--- config.mk ---
export PLATFORM = sky130hd
export DESIGN_NAME = ram_access_ctrl
export DESIGN_NICKNAME = d
export VERILOG_FILES = /design/src/rtl/ram_access_ctrl.sv
export SDC_FILE = /design/constraint.sdc
export NUM_CORES = 1
export LEC_CHECK = 0
export CAP_MARGIN = 20
export CORE_MARGIN = 2
export CORE_UTILIZATION = 30
export DETAILED_ROUTE_END_ITERATION = 10
export PLACE_DENSITY = 0.61
export SYNTH_ARGS = -nofsm -noshare
export SYNTH_HDL_FRONTEND = slang
export SYNTH_SLANG_ARGS = --single-unit
--- constraint.sdc ---
create_clock -name clk -period 2.7 [get_ports clk]
set_input_delay 0.405 -clock clk [delete_from_list [all_inputs] [get_ports clk]]
set_output_delay 0.405 -clock clk [all_outputs]
set_load 0.02 [all_outputs]
--- src/rtl/ram_access_ctrl.sv ---
// ram_access_ctrl: sole driver of the 4-word x 4-bit bit-sliced RAM.
// Accepts read/write requests over valid/ready, sequences each access as
// setup -> hold (wordselect asserted) -> release so rw/data never move while
// a word is selected, and returns the result over a valid/ready response.
// After reset it can clear all four words before taking requests.
// HOLD_CYCLES must lie in 1..15.
module ram_access_ctrl #(
    parameter int unsigned HOLD_CYCLES = 2,
    parameter int unsigned INIT_CLEAR  = 1
) (
    input  logic       clk,
    input  logic       rst,
    input  logic       req_valid,
    output logic       req_ready,
    input  logic       req_write,
    input  logic [1:0] req_addr,
    input  logic [3:0] req_wdata,
    output logic       rsp_valid,
    input  logic       rsp_ready,
    output logic [3:0] rsp_rdata,
    output logic       init_done,
    output logic       ram_rw,
    output logic [3:0] ram_data,
    output logic [3:0] ram_wordselect,
    input  logic [3:0] ram_out
);

    typedef enum logic [2:0] {
        INIT_SETUP   = 3'd0,
        INIT_ACCESS  = 3'd1,
        INIT_RELEASE = 3'd2,
        IDLE         = 3'd3,
        SETUP        = 3'd4,
        ACCESS       = 3'd5,
        RELEASE      = 3'd6,
        RESP         = 3'd7
    } state_t;

    // Last value of the hold counter inside an ACCESS phase.
    localparam logic [3:0] HOLD_LAST = 4'(HOLD_CYCLES - 1);
    // Without the clear sequence the block is ready straight out of reset.
    localparam logic       NO_INIT   = (INIT_CLEAR == 0) ? 1'b1 : 1'b0;
    localparam state_t     RST_STATE = (INIT_CLEAR == 0) ? IDLE : INIT_SETUP;

    // Word address to one-hot wordselect.
    function automatic logic [3:0] addr_onehot(input logic [1:0] a);
        addr_onehot = 4'b0001 << a;
    endfunction

    state_t     state_r, state_s;
    logic [3:0] hold_cnt_r, hold_cnt_s;
    logic [1:0] word_cnt_r, word_cnt_s;
    logic [1:0] addr_r, addr_s;
    logic       write_r, write_s;
    logic [3:0] wdata_r, wdata_s;
    logic       init_done_s;
    logic [3:0] rdata_s;
    logic       req_ready_s;
    logic       rsp_valid_s;
    logic       ram_rw_s;
    logic [3:0] ram_data_s;
    logic [3:0] ram_ws_s;

    // Next-state, counter and request-latch logic.
    always_comb begin
        state_s     = state_r;
        hold_cnt_s  = hold_cnt_r;
        word_cnt_s  = word_cnt_r;
        addr_s      = addr_r;
        write_s     = write_r;
        wdata_s     = wdata_r;
        init_done_s = init_done;
        rdata_s     = rsp_rdata;
        case (state_r)
            INIT_SETUP: begin
                state_s    = INIT_ACCESS;
                hold_cnt_s = 4'd0;
            end
            INIT_ACCESS: begin
                if (hold_cnt_r == HOLD_LAST) begin
                    state_s    = INIT_RELEASE;
                    hold_cnt_s = 4'd0;
                end else begin
                    hold_cnt_s = hold_cnt_r + 4'd1;
                end
            end
            INIT_RELEASE: begin
                if (word_cnt_r == 2'd3) begin
                    state_s     = IDLE;
                    word_cnt_s  = 2'd0;
                    init_done_s = 1'b1;
                end else begin
                    state_s    = INIT_SETUP;
                    word_cnt_s = word_cnt_r + 2'd1;
                end
            end
            IDLE: begin
                if (req_valid && req_ready) begin
                    state_s = SETUP;
                    addr_s  = req_addr;
                    write_s = req_write;
                    wdata_s = req_wdata;
                end else begin
                    state_s = IDLE;
                end
            end
            SETUP: begin
                state_s    = ACCESS;
                hold_cnt_s = 4'd0;
            end
            ACCESS: begin
                if (hold_cnt_r == HOLD_LAST) begin
                    state_s    = RELEASE;
                    hold_cnt_s = 4'd0;
                    // Sample the RAM while the word is still selected.
                    rdata_s    = write_r ? wdata_r : ram_out;
                end else begin
                    hold_cnt_s = hold_cnt_r + 4'd1;
                end
            end
            RELEASE: begin
                state_s = RESP;
            end
            RESP: begin
                if (rsp_ready) begin
                    state_s = IDLE;
                end else begin
                    state_s = RESP;
                end
            end
            default: begin
                state_s = RST_STATE;
            end
        endcase
    end

    // Output values for the upcoming state, so every output is a flop.
    always_comb begin
        req_ready_s = 1'b0;
        rsp_valid_s = 1'b0;
        ram_rw_s    = 1'b0;
        ram_data_s  = 4'd0;
        ram_ws_s    = 4'd0;
        case (state_s)
            INIT_SETUP, INIT_RELEASE: begin
                ram_rw_s = 1'b1;
            end
            INIT_ACCESS: begin
                ram_rw_s = 1'b1;
                ram_ws_s = addr_onehot(word_cnt_s);
            end
            IDLE: begin
                req_ready_s = init_done_s;
            end
            SETUP, RELEASE: begin
                ram_rw_s   = write_s;
                ram_data_s = wdata_s;
            end
            ACCESS: begin
                ram_rw_s   = write_s;
                ram_data_s = wdata_s;
                ram_ws_s   = addr_onehot(addr_s);
            end
            RESP: begin
                rsp_valid_s = 1'b1;
            end
            default: begin
                req_ready_s = 1'b0;
            end
        endcase
    end

    // State, counters, request latches and registered outputs.
    always_ff @(posedge clk) begin
        if (rst) begin
            state_r        <= RST_STATE;
            hold_cnt_r     <= 4'd0;
            word_cnt_r     <= 2'd0;
            addr_r         <= 2'd0;
            write_r        <= 1'b0;
            wdata_r        <= 4'd0;
            req_ready      <= NO_INIT;
            init_done      <= NO_INIT;
            rsp_valid      <= 1'b0;
            rsp_rdata      <= 4'd0;
            ram_rw         <= 1'b0;
            ram_data       <= 4'd0;
            ram_wordselect <= 4'd0;
        end else begin
            state_r        <= state_s;
            hold_cnt_r     <= hold_cnt_s;
            word_cnt_r     <= word_cnt_s;
            addr_r         <= addr_s;
            write_r        <= write_s;
            wdata_r        <= wdata_s;
            req_ready      <= req_ready_s;
            init_done      <= init_done_s;
            rsp_valid      <= rsp_valid_s;
            rsp_rdata      <= rdata_s;
            ram_rw         <= ram_rw_s;
            ram_data       <= ram_data_s;
            ram_wordselect <= ram_ws_s;
        end
    end

endmodule

Word level (Yosys, flattened, before mapping)
Cells that the tools add are included.
{"block": "totals", "output_inout_bits": 16, "register_bits": 32}
{"block": "op_classes", "n_bitwise": 2, "n_reduce_logical": 11, "n_mux": 22, "add_sub_neg": 2, "shift": 2, "n_eq_ne": 16}
{"cell": "$eq A3 B3 Y1 const B", "count": 8}
{"cell": "$pmux W3 S8", "count": 1}
{"cell": "$mux W4", "count": 4}
{"cell": "$pmux W4 S2", "count": 2}
{"cell": "$eq A3 B2 Y1 const B", "count": 4}
{"cell": "$mux W3", "count": 4}
{"cell": "$mux W2", "count": 5}
{"cell": "$reduce_or A2 Y1", "count": 4}
{"cell": "$shl A1 B2 Y4 const A", "count": 2}
{"cell": "$eq A3 B1 Y1 const B", "count": 2}
{"cell": "$logic_not A3 Y1", "count": 2}
{"cell": "$reduce_or A3 Y1", "count": 2}
{"cell": "$mux W1", "count": 5}
{"cell": "$add A4 B1 Y4 const B", "count": 1}
{"cell": "$eq A4 B1 Y1 const B", "count": 1}
{"cell": "$add A2 B1 Y2 const B", "count": 1}
{"cell": "$eq A2 B2 Y1 const B", "count": 1}
{"cell": "$not A1 Y1", "count": 2}
{"cell": "$pmux W1 S2", "count": 1}
{"cell": "$reduce_and A2 Y1", "count": 1}
{"cell": "$reduce_bool A2 Y1", "count": 1}
{"cell": "$logic_and A1 B1 Y1", "count": 1}

Longest topological paths before layout
{"block": "depth", "depth_word": 7, "depth_mapped": 5}

Least setup slack after synthesis
Ideal clock, no wire load.
{"block": "synth_path", "path_kind": "flip-flop to flip-flop", "from": "register req_ready", "to": "register addr_r[0]", "stages_incl_launch_ff": 6, "arrival_time_ps": 1167, "setup_slack_ps": 1406, "n_path_buf": 1, "required_time_ps": 2572, "period_less_slack_ps": 1294, "path_cell_list": "dfxtp_1 nand3_1 nor2_2 buf_4 mux2i_1 nor2_1"}
{"block": "synth_between", "elab_chain_len": 3}
{"element": "from (decl)", "line_no": "14", "rtl": "output logic req_ready,"}
{"element": "from (signal assigned)", "line_no": "196", "rtl": "req_ready <= req_ready_s;"}
{"element": "$logic_and A1 B1 Y1", "line_no": "98", "rtl": "if (req_valid && req_ready) begin"}
{"element": "$mux W2", "line_no": "98"}
{"element": "$mux W2", "line_no": "74", "rtl": "case (state_r)"}
{"element": "to (signal assigned)", "line_no": "193", "rtl": "addr_r <= addr_s;"}
{"element": "to (decl)", "line_no": "53", "rtl": "logic [1:0] addr_r, addr_s;"}
Every way passes these cells.
A chain may end at the register's enable or synchronous reset.

Worst setup path after layout
{"block": "layout_path", "from": "register state_r[0]", "to": "register rsp_rdata[0]"}
{"block": "layout_between", "elab_chain_len": 2}
{"element": "from (decl)", "line_no": "50", "rtl": "state_t state_r, state_s;"}
{"element": "from (signal assigned)", "line_no": "190", "rtl": "state_r <= state_s;"}
{"element": "$eq A3 B3 Y1", "line_no": "74"}
{"element": "$reduce_and A2 Y1 (no line)"}
{"element": "to (signal assigned)", "line_no": "199", "rtl": "rsp_rdata <= rdata_s;"}
{"element": "to (decl)", "line_no": "20", "rtl": "output logic [3:0] rsp_rdata,"}
Every way passes these cells.

==> results.json <==
{
  "firstDrtPassIters": 4,
  "wirelength_um": 2940,
  "async_reset_ff_share_pct": 0,
  "crit_arrival_ns": 1.97,
  "hold_depth": 2,
  "synthFlopType": "dfxtp_1",
  "syn-num-nets": 163,
  "syn_avg_cell_area_um2": 9.38,
  "synth_area_leaders": "dfxtp_1, mux2i_1, nor2_1, a211oi_2, a21oi_1",
  "die_x_um": 71.8,
  "status": "completed",
  "required_ns": 2.91,
  "ant_nets": 0,
  "hpwl_um": 2180,
  "hold_viol_final": 0,
  "cts_hold_buf": 0,
  "grt_use_met1_pct": 15.4,
  "synth_top_cell_by_area": "dfxtp_1",
  "met3_usage_pct": 3.94,
  "wl_per_cell_um": 12.7,
  "cts_resized": 0,
  "cts_max_level": 2,
  "grt-busiest-layer": "met2",
  "clock.fmax_mhz": 567,
  "first_global_vias": 1112,
  "yosysMostFrequentCell": "dfxtp_1",
  "hold_end": "ram_wordselect[3]",
  "fp.dieArea_um2": 5150,
  "clock_tree.buffer_depth": 2,
  "netlist.area_leader.share_pct": 46.5,
  "dieHeight_um": 71.8,
  "finClkSkew_ns": 0.00987,
  "cts_sinks": 32,
  "worst_pin_slew_ns": 0.525,
  "grt_use_total_pct": 12.5,
  "fin_crit_sh_pct": 65.3,
  "layout.nets": 194,
  "grt_pass1_wl_um": 4940,
  "globalplace.congestion": 0.816,
  "finalSetupViolations": 0,
  "synthCells": 147,
  "worstSetupPathType": "flip-flop to flip-flop",
  "postCtsSetupRepairBufs": 0,
  "start_util_pct": 31.4,
  "syn_area_um2": 1380,
  "io_buffer_count": 30,
  "yosysWarnings": 0,
  "cp-end-kind": "flip-flop",
  "worstSetupStartpointType": "flip-flop",
  "drive_gt1_share_pct": 11.2,
  "core_area_um2": 4380,
  "cts_tree": "done",
  "p_per_area_nw_per_um2": 507,
  "row_count": 24,
  "total_power_uw": 916,
  "cts-root-buf": "clkbuf_8",
  "rr_worst_depth": 4,
  "cap_violations": 0,
  "viasPerCell": 4.96,
  "ir_drop_uv": 168,
  "synth.ff_latch_count": 32,
  "synth-edff-count": 0,
  "rsz0062_at_grt": "false",
  "clock_latency_ns": 0.29,
  "ys_seq_area_share_pct": 46.5,
  "finalCriticalPeriod_ns": 1.76,
  "antenna_found_initial": 0,
  "overflow": 0,
  "num_vias": 1146,
  "clk_pin_slew_ns": 0.07,
  "synth_cell_types": 36,
  "drt_iter0_markers": 63,
  "diodes": 0,
  "ff2ff_setup_slack_ns": 0.94,
  "relSlewSlack_pct": 65.0,
  "p_leak_uw": 0.000623,
  "hold_path.class": "flip-flop to flip-flop",
  "grt_start_max_net_pins": 17,
  "reg2reg_from": "state_r[0]",
  "hp-start": "addr_r[0]",
  "grt_use_met2_pct": 19.5,
  "syn_to_final_growth_pct": 31.0,
  "rr_endpoint": "rsp_rdata[0]",
  "finalSetupTns_ns": 0,
  "final_max_slew_viol_count": 0,
  "cts_buffers": 5,
  "netlist_top_cells_count": "dfxtp_1, nor2_1, mux2i_1",
  "cp_max_fo": 14,
  "drc": 0,
  "pin_count": 31
}
==> power breakdown <==
group | internal (uW) | total, uW | switching [uW]
logic | 40.2 | 70.2 | 30.0
registers | 478 | 489 | 10.6
clock network | 179 | 357 | 177
==> logic make-up after synthesis <==
family                   Yosys count  synth area share, %
AO/OA/AOI/OAI                     36                 19.1
buffers and inverters             11                 3.99
flip-flops                        32                 46.5
multiplexers                      13                 9.44
adder cells (fa/ha/maj)            1                0.907
AND/OR/NAND/NOR                   54                 20.1
==> layer usage <==
layer	wire length (um)	part of all wire [%]
met1	1390	47
met2	1370	47
met3	117	4.0
met4	67	2.3
met5	0	0
==> metrics by stage <==
| stage | worst slack (ns) | hold slack, ns | instance area, um^2 | util, % | instances |
|---|---|---|---|---|---|
| floorplan | 1.41 | 0.463 | 1380 | - | 147 |
| global placement | 0.930 | 0.500 | 1720 | 39.2 | 223 |
| detailed placement | 0.890 | 0.505 | 1720 | 39.2 | 223 |
| CTS | 0.923 | 0.525 | 1810 | 41.2 | 231 |
| global route | 0.771 | 0.555 | 1810 | 41.2 | 231 |
| finish | 0.936 | 0.523 | 1810 | 41.2 | 231 |
==> cell type report <==
type	instances	area [um^2]
inverters	2	7.51
fillers	443	2580
repair buffers	33	323
clock buffers	5	68.8
multi-input cells	104	683
flip-flops and latches	32	641
well taps	52	65.1
clock inverters	3	18.8
==> worst max-delay path: stages, from the launching register on <==
cell	delay (ns)
dfxtp_1	0.59
nor2b_1	0.36
and3_1	0.44
nor2_1	0.11
a211oi_2	0.20
==> placed cells by master (no fill, tap or decap) <==
cell	Yosys	final
dfxtp_1	32	32
clkdlybuf4s50_1	0	30
nor2_1	25	25
mux2i_1	13	13
a21oi_1	8	8
nand2_1	7	7
o21ai_0	6	6
clkbuf_8	0	5
a211oi_2	4	4
nand3_1	4	4
a22oi_1	4	4
nor2b_1	3	3
nor3_1	3	3
buf_4	1	3
and3_1	2	2
nand2b_1	2	2
o21a_1	2	2
a21o_1	2	2
a211oi_1	2	2
a221oi_1	2	2
inv_1	2	2
o311a_1	2	2
clkinv_2	0	2
nor4b_4	1	1
nor2_2	1	1
nor3b_2	1	1
o21ai_1	1	1
a31oi_1	1	1
a211o_2	1	1
nor3b_1	1	1
and2_1	1	1
and2b_2	1	1
o2111ai_1	1	1
nand3b_1	1	1
nor4_1	1	1
ha_1	1	1
clkinv_4	0	1
==> sequential cells by signal, indices dropped and copies added, names as in the netlist, 2 cells and up <==
register,flops
ram_wordselect,4
rsp_rdata,4
addr_r,2
wdata_r,4
state_r,3
hold_cnt_r,4
ram_data,4
word_cnt_r,2
==> worst max path at each step <==
stage               startpoint           end  slack, ns
floorplan            req_ready     addr_r[0]       1.41
global placement     req_valid        ram_rw       0.93
detailed placement   req_valid        ram_rw       0.89
CTS                 state_r[0]  rsp_rdata[0]       0.92
global route        state_r[0]  rsp_rdata[0]       0.77
finish              state_r[0]  rsp_rdata[0]       0.94
(Power assumes the default switching activity.)
